--- config.mk ---
export PLATFORM = sky130hd
export DESIGN_NAME = mem_port_arbiter
export DESIGN_NICKNAME = d
export VERILOG_FILES = /design/src/rtl/riscv_pkg.sv /design/src/rtl/arb_perf_counter.sv /design/src/rtl/mem_port_arbiter.sv
export SDC_FILE = /design/constraint.sdc
export NUM_CORES = 1
export LEC_CHECK = 0
export ABC_AREA = 1
export BUFFER_PORTS_ARGS = -buffer_cell sky130_fd_sc_hd__buf_2
export CORE_MARGIN = 2
export CORE_UTILIZATION = 51
export CTS_CLUSTER_SIZE = 40
export DETAILED_ROUTE_END_ITERATION = 16
export PLACE_DENSITY = 0.85
export SKIP_LAST_GASP = 1
export SYNTH_ARGS = -nofsm -noshare
export SYNTH_HDL_FRONTEND = slang
export SYNTH_HIERARCHICAL = 1
export SYNTH_SLANG_ARGS = --single-unit
export TNS_END_PERCENT = 1
--- constraint.sdc ---
create_clock -name clk -period 14.2 [get_ports clk]
set_input_delay 2.84 -clock clk [delete_from_list [all_inputs] [get_ports clk]]
set_output_delay 2.84 -clock clk [all_outputs]
set_load 0.01 [all_outputs]
--- src/rtl/riscv_pkg.sv ---
// Shared core package: RISC-V opcode encoding plus the types used by the
// unified memory-port arbiter.
//   opcode_t     : major opcode field (instr[6:0])
//   arb_state_t  : arbiter FSM state
//   ARB_STARVE_W : width of the arbiter starvation counter
package riscv_pkg;

    typedef enum logic [6:0] {
        OP_LOAD   = 7'b0000011,
        OP_STORE  = 7'b0100011,
        OP_OP_IMM = 7'b0010011,
        OP_OP     = 7'b0110011,
        OP_BRANCH = 7'b1100011,
        OP_JAL    = 7'b1101111,
        OP_JALR   = 7'b1100111,
        OP_LUI    = 7'b0110111
    } opcode_t;

    typedef enum logic [1:0] {
        IDLE,
        BUSY_I,
        BUSY_D
    } arb_state_t;

    localparam int ARB_STARVE_W = 4;

endpackage

--- src/rtl/arb_perf_counter.sv ---
// Free-running 32-bit event counter for the memory-port arbiter.
//   clk, rst (async, active-high) : clock / reset (count -> 0)
//   inc                           : count this cycle
//   count[31:0]                   : event total, wraps on overflow
module arb_perf_counter (
    input  logic        clk,
    input  logic        rst,
    input  logic        inc,
    output logic [31:0] count
);

    always_ff @(posedge clk or posedge rst) begin
        if (rst)      count <= '0;
        else if (inc) count <= count + 32'd1;
    end

endmodule

--- src/rtl/mem_port_arbiter.sv ---
// Shares the single unified memory port between instruction fetch (if_*)
// and the load/store stage (d_*). Data wins over fetch, except that after
// MAX_STARVE consecutive data grants with a fetch waiting, fetch is forced.
// ctrl_hold freezes the pipeline from data request until data completion.
//   if_req/if_addr -> if_gnt, if_rvalid, if_rdata     : fetch side
//   d_req/d_we/d_addr/d_wdata -> d_gnt, d_rvalid, d_rdata : load/store side
//   mem_req/mem_we/mem_addr/mem_wdata <- mem_ready/mem_rdata : memory side
//   ctrl_hold                                          : pipeline hold
// Optional build macro ARB_PERF_CNT_EN adds perf_i_cnt, perf_d_cnt and
// perf_stall_cnt (completed fetches, completed data accesses, hold cycles).
module mem_port_arbiter
    import riscv_pkg::*;
#(
    parameter int ADDR_W     = 32,
    parameter int DATA_W     = 32,
    parameter int MAX_STARVE = 4
) (
    input  logic              clk,
    input  logic              rst,
    input  logic              if_req,
    input  logic [ADDR_W-1:0] if_addr,
    output logic              if_gnt,
    output logic              if_rvalid,
    output logic [DATA_W-1:0] if_rdata,
    input  logic              d_req,
    input  logic              d_we,
    input  logic [ADDR_W-1:0] d_addr,
    input  logic [DATA_W-1:0] d_wdata,
    output logic              d_gnt,
    output logic              d_rvalid,
    output logic [DATA_W-1:0] d_rdata,
    output logic              mem_req,
    output logic              mem_we,
    output logic [ADDR_W-1:0] mem_addr,
    output logic [DATA_W-1:0] mem_wdata,
    input  logic              mem_ready,
    input  logic [DATA_W-1:0] mem_rdata,
    output logic              ctrl_hold
`ifdef ARB_PERF_CNT_EN
   ,output logic [31:0]       perf_i_cnt,
    output logic [31:0]       perf_d_cnt,
    output logic [31:0]       perf_stall_cnt
`endif
);

    localparam logic [ARB_STARVE_W-1:0] STARVE_LIM = ARB_STARVE_W'(MAX_STARVE);

    arb_state_t              state;
    logic [ARB_STARVE_W-1:0] starve_cnt;
    logic                    force_if;

    assign force_if  = (starve_cnt == STARVE_LIM) && if_req;
    assign ctrl_hold = d_req | (state == BUSY_D);

    always_ff @(posedge clk or posedge rst) begin
        if (rst) begin
            state      <= IDLE;
            starve_cnt <= '0;
            if_gnt     <= 1'b0;
            d_gnt      <= 1'b0;
            if_rvalid  <= 1'b0;
            d_rvalid   <= 1'b0;
            mem_req    <= 1'b0;
            mem_we     <= 1'b0;
            mem_addr   <= '0;
            mem_wdata  <= '0;
            if_rdata   <= '0;
            d_rdata    <= '0;
        end else begin
            // gnt / rvalid are single-cycle pulses
            if_gnt    <= 1'b0;
            d_gnt     <= 1'b0;
            if_rvalid <= 1'b0;
            d_rvalid  <= 1'b0;
            case (state)
                IDLE: begin
                    if (d_req && !force_if) begin
                        d_gnt     <= 1'b1;
                        mem_req   <= 1'b1;
                        mem_we    <= d_we;
                        mem_addr  <= d_addr;
                        mem_wdata <= d_wdata;
                        state     <= BUSY_D;
                        // only grants that overtake a waiting fetch count
                        if (if_req && starve_cnt != STARVE_LIM)
                            starve_cnt <= starve_cnt + 1'b1;
                    end else if (if_req) begin
                        if_gnt     <= 1'b1;
                        mem_req    <= 1'b1;
                        mem_we     <= 1'b0;
                        mem_addr   <= if_addr;
                        state      <= BUSY_I;
                        starve_cnt <= '0;
                    end
                end
                BUSY_I: begin
                    if (mem_ready) begin
                        mem_req   <= 1'b0;
                        if_rdata  <= mem_rdata;
                        if_rvalid <= 1'b1;
                        state     <= IDLE;
                    end
                end
                BUSY_D: begin
                    if (mem_ready) begin
                        mem_req  <= 1'b0;
                        mem_we   <= 1'b0;
                        // a store only acks; load data register keeps its value
                        if (!mem_we) d_rdata <= mem_rdata;
                        d_rvalid <= 1'b1;
                        state    <= IDLE;
                    end
                end
                default: state <= IDLE;
            endcase
        end
    end

`ifdef ARB_PERF_CNT_EN
    logic i_done, d_done;
    assign i_done = (state == BUSY_I) && mem_ready;
    assign d_done = (state == BUSY_D) && mem_ready;

    arb_perf_counter u_perf_i (.clk(clk), .rst(rst), .inc(i_done),    .count(perf_i_cnt));
    arb_perf_counter u_perf_d (.clk(clk), .rst(rst), .inc(d_done),    .count(perf_d_cnt));
    arb_perf_counter u_perf_s (.clk(clk), .rst(rst), .inc(ctrl_hold), .count(perf_stall_cnt));
`endif

endmodule

==> summary.txt, run 1 <==
Outcome
  • Status: completed

Cells and area
  • Nets: 1,116
  • Finished Layout Cells: 1,132
  • Finished Core Util: 68.9%
  • N_diodes: 0
  • Filler instances: 948
  • Layout cells sized above 1: 31.5%
  • Final instance area: 7970 um^2
  • Layout area overhead: 30.6%

Power
  • PwrDens: 219 nW/um^2
  • Lkg Pwr: 4.81 nW
  • Max VDD drop: 0.121 mV
  • Pwr Total: 1.75 mW

STA
  • Relative slew slack: 22.0%
  • Fin Setup TNS: 0 ns
  • Highest Clock Rate: 151 MHz
  • Final setup viols: 0
  • Final worst setup slack: 7.58 ns
  • RSZ-0062 raised after global routing: false
  • Clock Skews: 0.0100 ns
  • Final Hold Viols: 0
  • Clock period minus worst slack: 6.62 ns
  • Max Slew Vio Count: 0
  • Hold WS: 0.475 ns
  • Period utilisation layout: 46.7%
  • Least-Margin Pin Slew: 1.17 ns

Clock tree
  • Postcts setup bufs: 0
  • Post-cts sizing count: 0
  • Longest Clk Path Bufs: 2
  • H-tree levels: 4
  • Worst-Skew Late Latency: 0.41 ns
  • CTS tree: yes
  • Clock sink total: 140
  • CTS Buf Count: 17
  • CTS Root Buffer Type: clkbuf_16
  • Cts hold-fix bufs: 0
  • Worst-path clk slew: 0.06 ns

Yosys
  • Area leader, netlist: dfrtp_1
  • Largest cells by area after synthesis: dfrtp_1 (57%), nand2_1 (17%), inv_1 (6.8%), nand3_1 (5.5%), o21ai_0 (3.3%)
  • Register area share after synthesis: 57.4%
  • Cell count after synthesis: 724
  • Top cell type's share of synthesized area: 57.4%
  • Avg Inst Size Synth: 8.43 um^2
  • Ys Warns: 6
  • Synthesized net count: 864
  • Post-synth cell types: 23
  • Synth Cell Area: 6100 um^2
  • Yosys reg bits: 140

Route
  • Drt total wl: 15.1 mm
  • # DRC: 0
  • Vias/cell: 4.91
  • First drt pass iteration count: 5
  • Final antenna-violating net count: 0
  • Routed len/inst: 13.3 um
  • Via Count: 5,553
  • 1st-iter DRT viols: 497

Setup path
  • CP arrival: 3.78 ns
  • Worst EP required: 11.36 ns
  • CP Capture Type: output port
  • Crit Path Class: input pin to output port
  • Largest fanout on the critical path: 39
  • Worst setup SP type: input pin

Floorplan
  • Die Ht: 113 um
  • Starting density of the core: 52.8%
  • Row cnt: 39
  • Die Wd: 113 um
  • Die area: 12,900 um^2
  • # IOs: 269
  • Core area: 11,600 um^2

Placement
  • Dpl hpwl: 10.3 mm
  • Routability cong.: 0.826
  • Buffers on Ports: 268
  • DP Area: 7380 um^2
  • DP Cell Count: 1,100
  • Post-Place Worst Slack: 7.60 ns

Job
  • Number of max-cap violations: 0

Global routing
  • All-Layer GR Usage: 24.1%
  • Global-route wire length before repair: 24.7 mm
  • Remaining Overflow, GRT: 0
  • Vias in the first global route: 5,226
  • Initial antenna violation count: 0
  • Largest net degree at the start of global routing: 82

Hold path
  • Worst hold path type: flop to flop
report_power, final:
part | total [mW] | internal (mW) | switching [mW]
clock | 0.438 | 0.262 | 0.176
sequential | 0.684 | 0.583 | 0.101
combinational | 0.624 | 0.242 | 0.383
critical path, cell delays in order:
cell,delay (ns)
buf_2,0.60
or2_2,0.22
buf_2,0.12
cell families (layout without fill, tap and decap cells):
| family | Yosys count | count (layout) | synth area share, % |
|---|---|---|---|
| buffers and inverters | 149 | 414 | 11.2 |
| adder cells (fa/ha/maj) | 6 | 6 | 1.23 |
| XOR/XNOR | 1 | 1 | 0.144 |
| AO/OA/AOI/OAI | 74 | 74 | 6.13 |
| flip-flops | 140 | 140 | 57.4 |
| AND/OR/NAND/NOR | 354 | 354 | 23.9 |
placed cells by master, fill, tap and decap left out:
cell type / count
o21ai_0: 40
ha_1: 6
inv_6: 7
o211ai_1: 1
nand4_1: 2
buf_4: 1
xor2_1: 1
o21ai_1: 32
buf_2: 268
bufinv_16: 2
nand3_1: 67
inv_2: 3
nor2_2: 1
clkinv_4: 1
inv_1: 109
nand3_4: 1
nand2_4: 2
nand2_1: 273
nor2_4: 1
nor2_1: 4
or2_2: 2
o22ai_1: 1
clkbuf_16: 17
clkinvlp_4: 5
nand2_2: 1
dfrtp_1: 140
clkbuf_1: 1
path summary, 6_finish.rpt:
check                                                end                      from  slack, ns  cells past startpoint
worst min-delay path            mem_addr[29]$_DFFE_PP0P_  mem_addr[29]$_DFFE_PP0P_       0.48                      2
worst max register to register  mem_addr[22]$_DFFE_PP0P_      state[0]$_DFFE_PP0P_      11.78                      7
worst min register to register  mem_addr[29]$_DFFE_PP0P_  mem_addr[29]$_DFFE_PP0P_       0.48                      2
max in group asynchronous        if_rdata[7]$_DFFE_PP0P_                       rst      10.35                      3
min in group asynchronous        d_rdata[10]$_DFFE_PP0P_                       rst       2.48                      2
worst max-delay path                           ctrl_hold                     d_req       7.58                      3
flip-flops by register name (all words and copies together), names as in the netlist:
signal      count
state           2
if_rdata       32
starve_cnt      4
mem_wdata      32
mem_req         1
mem_addr       32
d_gnt           1
if_rvalid       1
d_rvalid        1
d_rdata        32
if_gnt          1
mem_we          1
cells in the mapped netlist (all sizes together):
cell type and n:
nand2 276, dfrtp 140, inv 113, o21ai 72
nand3 68, buf 32, ha 6, nor2 6
clkbuf 4, nand4 2, or2 2, o211ai 1
o22ai 1, xor2 1
area by class of cell:
type	count	area (um^2)	area share, %
clock buffer	18	429	5.38
clock inverter	14	159	1.99
inverter	113	429	5.38
multi-input combinational	435	1920	24.1
sequential	140	3500	44.0
tap	143	179	2.24
timing repair buffer	269	1350	16.9
routing by layer:
| layer | GRT usage [%] | part of all wire [%] |
|---|---|---|
| met1 | 30.2 | 41 |
| met2 | 39.8 | 48 |
| met3 | 6.59 | 7.4 |
| met4 | 10.3 | 2.9 |
| met5 | 0 | 0 |
Power figures use the tool's default switching activity.
==> run 2: changes to the inputs <==
- ABC_AREA: 1 -> 0
- CORE_UTILIZATION: 51 -> 43
- PLACE_DENSITY: 0.85 -> 0.77
- clock period: 14.2 -> 6 ns (I/O delays scaled with it)
==> run 2 against run 1 <==
Compared with the run above: cell count is 21% lower; setup slack worse by 5.0 ns; worst hold slack better by 0.017 ns; register-to-register slack worse by 8.3 ns; largest power group is now combinational logic; highest routed layer unchanged.
==> summary.txt, run 2 <==
Clock tree
  • Post-cts sizing count: 0
  • CTS tree: yes
  • Postcts setup bufs: 0
  • CTS Root Buffer Type: clkbuf_16
  • H-tree levels: 4
  • Longest Clk Path Bufs: 2
  • Worst-Skew Late Latency: 0.41 ns
  • Cts hold-fix bufs: 0
  • Clock sink total: 140
  • Worst-path clk slew: 0.05 ns
  • CTS Buf Count: 17

STA
  • Max Slew Vio Count: 0
  • Clock period minus worst slack: 3.38 ns
  • Period utilisation layout: 56.3%
  • Clock Skews: 0.00724 ns
  • RSZ-0062 raised after global routing: false
  • Relative slew slack: 14.8%
  • Fin Setup TNS: 0 ns
  • Least-Margin Pin Slew: 1.28 ns
  • Final setup viols: 0
  • Highest Clock Rate: 296 MHz
  • Final Hold Viols: 0

Route
  • # DRC: 0
  • Routed len/inst: 15.9 um
  • Drt total wl: 14.3 mm
  • Via Count: 4,568
  • Vias/cell: 5.09
  • Final antenna-violating net count: 0
  • First drt pass iteration count: 4
  • 1st-iter DRT viols: 182

Global routing
  • Initial antenna violation count: 0
  • M3 GR Usage: 4.54%
  • All-Layer GR Usage: 19.4%
  • Global-route wire length before repair: 22.5 mm
  • Largest net degree at the start of global routing: 79
  • Remaining Overflow, GRT: 0
  • M2 GR Usage: 34.0%
  • Vias in the first global route: 4,587
  • GRT met1 Usage: 22.8%
  • GR peak layer: met2

Yosys
  • Top cell type's share of synthesized area: 58.6%
  • Post-synth EDFFs: 0
  • Largest cells by area after synthesis: dfrtp_1 (59%), mux2_2 (13%), mux2_4 (7.0%), nand2_1 (4.5%), o211ai_1 (4.0%)
  • XOR/XNOR Fraction of Synth Area: 0%
  • Synthesized net count: 590
  • Synth Area in Simple Gates: 9.77%
  • Avg Inst Size Synth: 13.3 um^2
  • Largest family of logic cells by synthesized area: multiplexers
  • Post-synthesis compound-gate area fraction: 5.44%
  • Yosys reg bits: 140
  • Area leader, netlist: dfrtp_1
  • Synth Flop Type: dfrtp_1
  • Ys Warns: 6
  • Post-synthesis mux area share: 20.4%
  • Cell count after synthesis: 450
  • Top-count cell post-synth: dfrtp_1
  • Register area share after synthesis: 58.6%
  • Post-synth cell types: 34
  • Post-Synth Adder-Cell Area: 1.25%
  • Synth top cells by count: dfrtp_1 (140), nand2_1 (71), mux2_2 (68), nand4_1 (33), o211ai_1 (32)
  • Synth Cell Area: 5980 um^2
  • Fraction of registers with async set/reset: 100%

Cells and area
  • Filler instances: 1,139
  • Commonest non-fill, non-tap cell in the layout: buf_2
  • N_diodes: 0
  • Finished Core Util: 57.6%
  • Layout area overhead: 32.2%
  • Nets: 847
  • Commonest non-fill, non-tap cells in the layout: buf_2 (268), dfrtp_1 (140), nand2_1 (71)
  • Layout cells sized above 1: 55.8%

Setup path
  • Most used cell, CP: buf_2
  • Worst setup SP type: input pin
  • CP max-delay cell: buf_2
  • Largest fanout on the critical path: 42
  • Worst EP required: 4.80 ns
  • Buf+Inv Stages, Crit Path: 2
  • Reg2Reg Setup Slack: 3.47 ns
  • Slowest stage delay, CP: 0.59 ns
  • Crit-path cells: buf_2 -> or2_2 -> buf_2
  • FF-to-FF path depth: 5
  • CP arrival: 2.18 ns
  • Reg2reg start: starve_cnt[0]$_DFFE_PP0P_
  • CP Capture Type: output port
  • CP delay by family, top: buffers and inverters
  • R2R Path End: mem_addr[0]$_DFFE_PP0P_
  • Crit Path Class: input pin to output port

Hold path
  • Worst hold path type: flop to flop
  • Hold Path Sink: d_rdata[23]$_DFFE_PP0P_
  • Hold Crit Depth: 1
  • Hold Startpoint: d_rdata[23]$_DFFE_PP0P_

Power
  • Max VDD drop: 0.223 mV
  • Lkg Pwr: 3.94 nW
  • PwrDens: 556 nW/um^2

Floorplan
  • Core area: 13,700 um^2
  • Die Ht: 122 um
  • Die area: 14,900 um^2
  • Starting density of the core: 43.6%
  • Row cnt: 43
  • Die Wd: 122 um
  • # IOs: 269

Outcome
  • Status: completed

Job
  • Number of max-cap violations: 0

Placement
  • Routability cong.: 0.759
  • Dpl hpwl: 10.3 mm
  • Buffers on Ports: 268
-- run 2: changes by cell type after synthesis, moves of 31 or more --
cell	delta
inv_1	-102
mux2_2	+68
nand2_1	-203
nand3_1	-65
nand4_1	+31
o211ai_1	+31
o21ai_0	-36
o21ai_1	-31
-- run 2: per-layer routing --
| layer | vias up | routed length (um) |
|---|---|---|
| li1 | 2119 | - |
| met1 | 2217 | 5570 |
| met2 | 207 | 7400 |
| met3 | 25 | 1020 |
| met4 | 0 | 313 |
| met5 | - | 0 |
-- run 2: cells by family (layout without fill, tap and decap cells) --
| group | count (synthesis) | in the layout |
|---|---|---|
| buf+inv | 42 | 310 |
| compound gates | 45 | 45 |
| simple gates | 118 | 118 |
| mux | 99 | 99 |
| fa+ha+maj | 6 | 6 |
| flops | 140 | 140 |
-- run 2: final cells by class --
cell class / count / area [um^2] / area share (%)
Inverter: 8 / 35.0 / 0.443
Clock buffer: 23 / 478 / 6.04
Clock inverter: 7 / 90.1 / 1.14
Timing Repair Buffer: 272 / 1370 / 17.3
Sequential cell: 140 / 3500 / 44.3
Tap cell: 180 / 225 / 2.85
Multi-Input combinational cell: 268 / 2210 / 27.9
-- run 2: report_power, final --
| part | switching [mW] | internal, mW | total, mW |
|---|---|---|---|
| Combinational | 0.870 | 0.858 | 1.73 |
| Clock | 0.358 | 0.637 | 0.995 |
| Sequential | 0.253 | 1.42 | 1.67 |
| Total | 1.48 | 2.91 | 4.39 |
-- run 2: worst max-delay path by stage --
stage                     start               to  slack, ns  depth (start not counted)
final                     d_req        ctrl_hold       2.62                          3
after global routing      d_req        ctrl_hold       2.59                          3
after CTS                 d_req        ctrl_hold       2.65                          3
after detailed placement  d_req        ctrl_hold       2.65                          3
after global placement    d_req        ctrl_hold       2.67                          3
after floorplan             rst  d_gnt$_DFF_PP0_       1.05                          1
-- run 2: stage by stage --
step	worst slack, ns	area (um^2)	std cells	hold WS (ns)	power [mW]
3_3_place_gp	2.67	7340	868	0.472	3.34
4_1_cts	2.65	7910	898	0.494	4.44
3_5_place_dp	2.65	7340	868	0.482	3.43
5_1_grt	2.59	7910	898	0.513	4.69
6_report	2.62	7910	898	0.492	4.39
2_1_floorplan	1.05	5980	450	0.486	2.76
==> run 3: changes to the inputs <==
- ABC_AREA: 0 -> 1
- clock period: 6 -> 2.9 ns (I/O delays scaled with it)
==> run 3 against run 2 <==
Compared with the run above: register-to-register slack got worse by 2.7 ns; power increased by 96%; via count increased by 19%; clock skew about the same; critical path type is now flop to flop; die area increased by 2.0%; critical path depth increased by 6; sequential share of layout area decreased by 0.95 points; cell area increased by 2.2%; setup slack got worse by 1.9 ns; critical endpoint is now mem_wdata[21]$_DFFE_PP0P_.
==> summary.txt, run 3 (synthesis results as in run 1) <==
Outcome
  • Status: completed

Setup path
  • Critical path depth: 9
  • Buf+Inv Stages, Crit Path: 3
  • Reg2reg start: starve_cnt[0]$_DFFE_PP0P_
  • CP endpoint: mem_wdata[21]$_DFFE_PP0P_
  • Critical path launch point: starve_cnt[0]$_DFFE_PP0P_
  • Crit Path Class: flop to flop
  • Worst EP required: 3.25 ns
  • Most used cell, CP: nand2_1
  • FF-to-FF path depth: 9
  • CP delay by family, top: simple AND/OR/NAND/NOR gates
  • CP arrival: 2.49 ns
  • CP max-delay cell: inv_2
  • Slowest stage delay, CP: 0.53 ns
  • Largest fanout on the critical path: 34
  • Crit-path cells: inv_1 -> ha_1 -> nand2_1 -> inv_2 -> nand2_4 -> nand3_4 -> inv_2 -> nand2_1 -> nand2_1
  • CP Capture Type: flop
  • Worst setup SP type: flop
  • R2R Path End: mem_wdata[21]$_DFFE_PP0P_
  • Reg2Reg Setup Slack: 0.76 ns

STA
  • Highest Clock Rate: 467 MHz
  • Relative slew slack: 51.0%
  • Final setup viols: 0
  • Fin Setup TNS: 0 ns
  • Period utilisation layout: 73.8%
  • Clock period minus worst slack: 2.14 ns
  • Final Hold Viols: 0
  • RSZ-0062 raised after global routing: false
  • Least-Margin Pin Slew: 0.735 ns
  • Clock Skews: 0.00731 ns
  • Max Slew Vio Count: 0

Cells and area
  • Area of the multi-input gates: 1920 um^2
  • Layout cells sized above 1: 31.7%
  • Layout area overhead: 32.4%
  • Nets: 1,122
  • Register area: 3500 um^2
  • Commonest non-fill, non-tap cell in the layout: nand2_1
  • Finished Layout Cells: 1,173
  • N_diodes: 0
  • Filler instances: 1,255
  • Commonest non-fill, non-tap cells in the layout: nand2_1 (273), buf_2 (268), dfrtp_1 (140)

Placement
  • Routability cong.: 0.790
  • Buffers on Ports: 268
  • DP Cell Count: 1,143
  • Dpl hpwl: 10.9 mm

Clock tree
  • CTS Root Buffer Type: clkbuf_16
  • Worst-Skew Late Latency: 0.41 ns
  • Clock sink total: 140
  • Postcts setup bufs: 0
  • Longest Clk Path Bufs: 2
  • CTS tree: yes
  • CTS Buf Count: 17
  • H-tree levels: 4
  • Post-cts sizing count: 0
  • Worst-path clk slew: 0.06 ns
  • Cts hold-fix bufs: 0

Job
  • Number of max-cap violations: 0

Power
  • Sw Ratio: 36.7%
  • Max VDD drop: 0.536 mV
  • Sequential share of power: 38.7%
  • Lkg Pwr: 4.86 nW
  • Clock power frac: 25.4%
  • Internal power: 5.46 mW
  • Comb power frac: 35.9%
  • Pwr Total: 8.62 mW
  • NetSw: 3.17 mW
  • PwrDens: 1070 nW/um^2

Floorplan
  • # IOs: 269
  • Row cnt: 43
  • Core area: 13,900 um^2
  • Starting density of the core: 44.0%
  • Die Wd: 123 um
  • Die Ht: 123 um
  • Die area: 15,200 um^2

Global routing
  • Largest net degree at the start of global routing: 141
  • All-Layer GR Usage: 20.7%
  • Global-route wire length before repair: 24.5 mm
  • Initial antenna violation count: 0
  • Vias in the first global route: 5,192
  • Remaining Overflow, GRT: 0

Route
  • Vias/cell: 4.64
  • Final antenna-violating net count: 0
  • Drt total wl: 15.4 mm
  • First drt pass iteration count: 4
  • Via Count: 5,446
  • # DRC: 0
  • 1st-iter DRT viols: 309
  • Routed len/inst: 13.1 um

Hold path
  • Worst hold path type: input pin to flop
-- run 3: changes by cell type in the layout (fill, tap and decap cells not counted), moves of 3 or more --
| cell | before | now |
|---|---|---|
| nand2_1 | 71 | 273 |
| inv_1 | 7 | 109 |
| mux2_2 | 68 | 0 |
| nand3_1 | 2 | 67 |
| o21ai_0 | 4 | 40 |
| o21ai_1 | 0 | 32 |
| nand4_1 | 33 | 2 |
| o211ai_1 | 32 | 1 |
| mux2_4 | 28 | 0 |
| inv_2 | 0 | 3 |
-- run 3: power by group through the flow --
stage,Combinational (mW),Clock [mW],Sequential [mW]
after floorplan,1.43,0,3.75
after global placement,3.04,0,3.33
after detailed placement,3.15,0,3.34
after CTS,3.15,2.25,3.34
after global routing,3.52,2.33,3.44
final,3.09,2.19,3.34
-- run 3: per-stage QoR --
step	worst slack, ns	cell area [um^2]	utilization (%)	hold slack (ns)
2_1_floorplan	0.571	6110	-	0.503
6_report	0.760	8080	58.2	0.357
3_5_place_dp	0.710	7480	53.9	0.460
4_1_cts	0.755	8080	58.2	0.335
5_1_grt	0.482	8080	58.2	0.350
3_3_place_gp	0.788	7480	53.9	0.458
-- run 3: how the worst min path moves through the flow --
stage                                         from                         to  slack, ns  cells after the start
final                                  d_wdata[25]  mem_wdata[25]$_DFFE_PP0P_       0.36                      3
after global routing                   d_wdata[12]  mem_wdata[12]$_DFFE_PP0P_       0.35                      3
after global placement    mem_addr[21]$_DFFE_PP0P_   mem_addr[21]$_DFFE_PP0P_       0.46                      2
after floorplan               state[1]$_DFFE_PP0P_       state[1]$_DFFE_PP0P_       0.50                      2
after detailed placement   mem_addr[7]$_DFFE_PP0P_    mem_addr[7]$_DFFE_PP0P_       0.46                      2
after CTS                               d_wdata[4]   mem_wdata[4]$_DFFE_PP0P_       0.33                      3
-- run 3: layout make-up --
cell class / count / area share, %
clock buffers: 21 / 5.70
clock inverters: 9 / 1.70
multi-input cells: 435 / 23.8
well taps: 180 / 2.79
flip-flops and latches: 140 / 43.3
inverters: 113 / 5.29
repair buffers: 275 / 17.4
-- run 3: worst reg2reg max path: stages (launching register included) --
cell,delay [ns]
dfrtp_1,0.38
inv_1,0.09
ha_1,0.20
nand2_1,0.08
inv_2,0.05
nand2_4,0.19
nand3_4,0.36
inv_2,0.54
nand2_1,0.12
nand2_1,0.08
-- run 3: layer usage --
layer  global-route usage (%)  vias to the layer above  routed length, um
li1                         -                     2722                  -
met1                     26.2                     2491               6530
met5                        0                        -                  0
met2                     32.3                      204               7240
met3                     6.64                       29               1250
met4                     9.66                        0                363
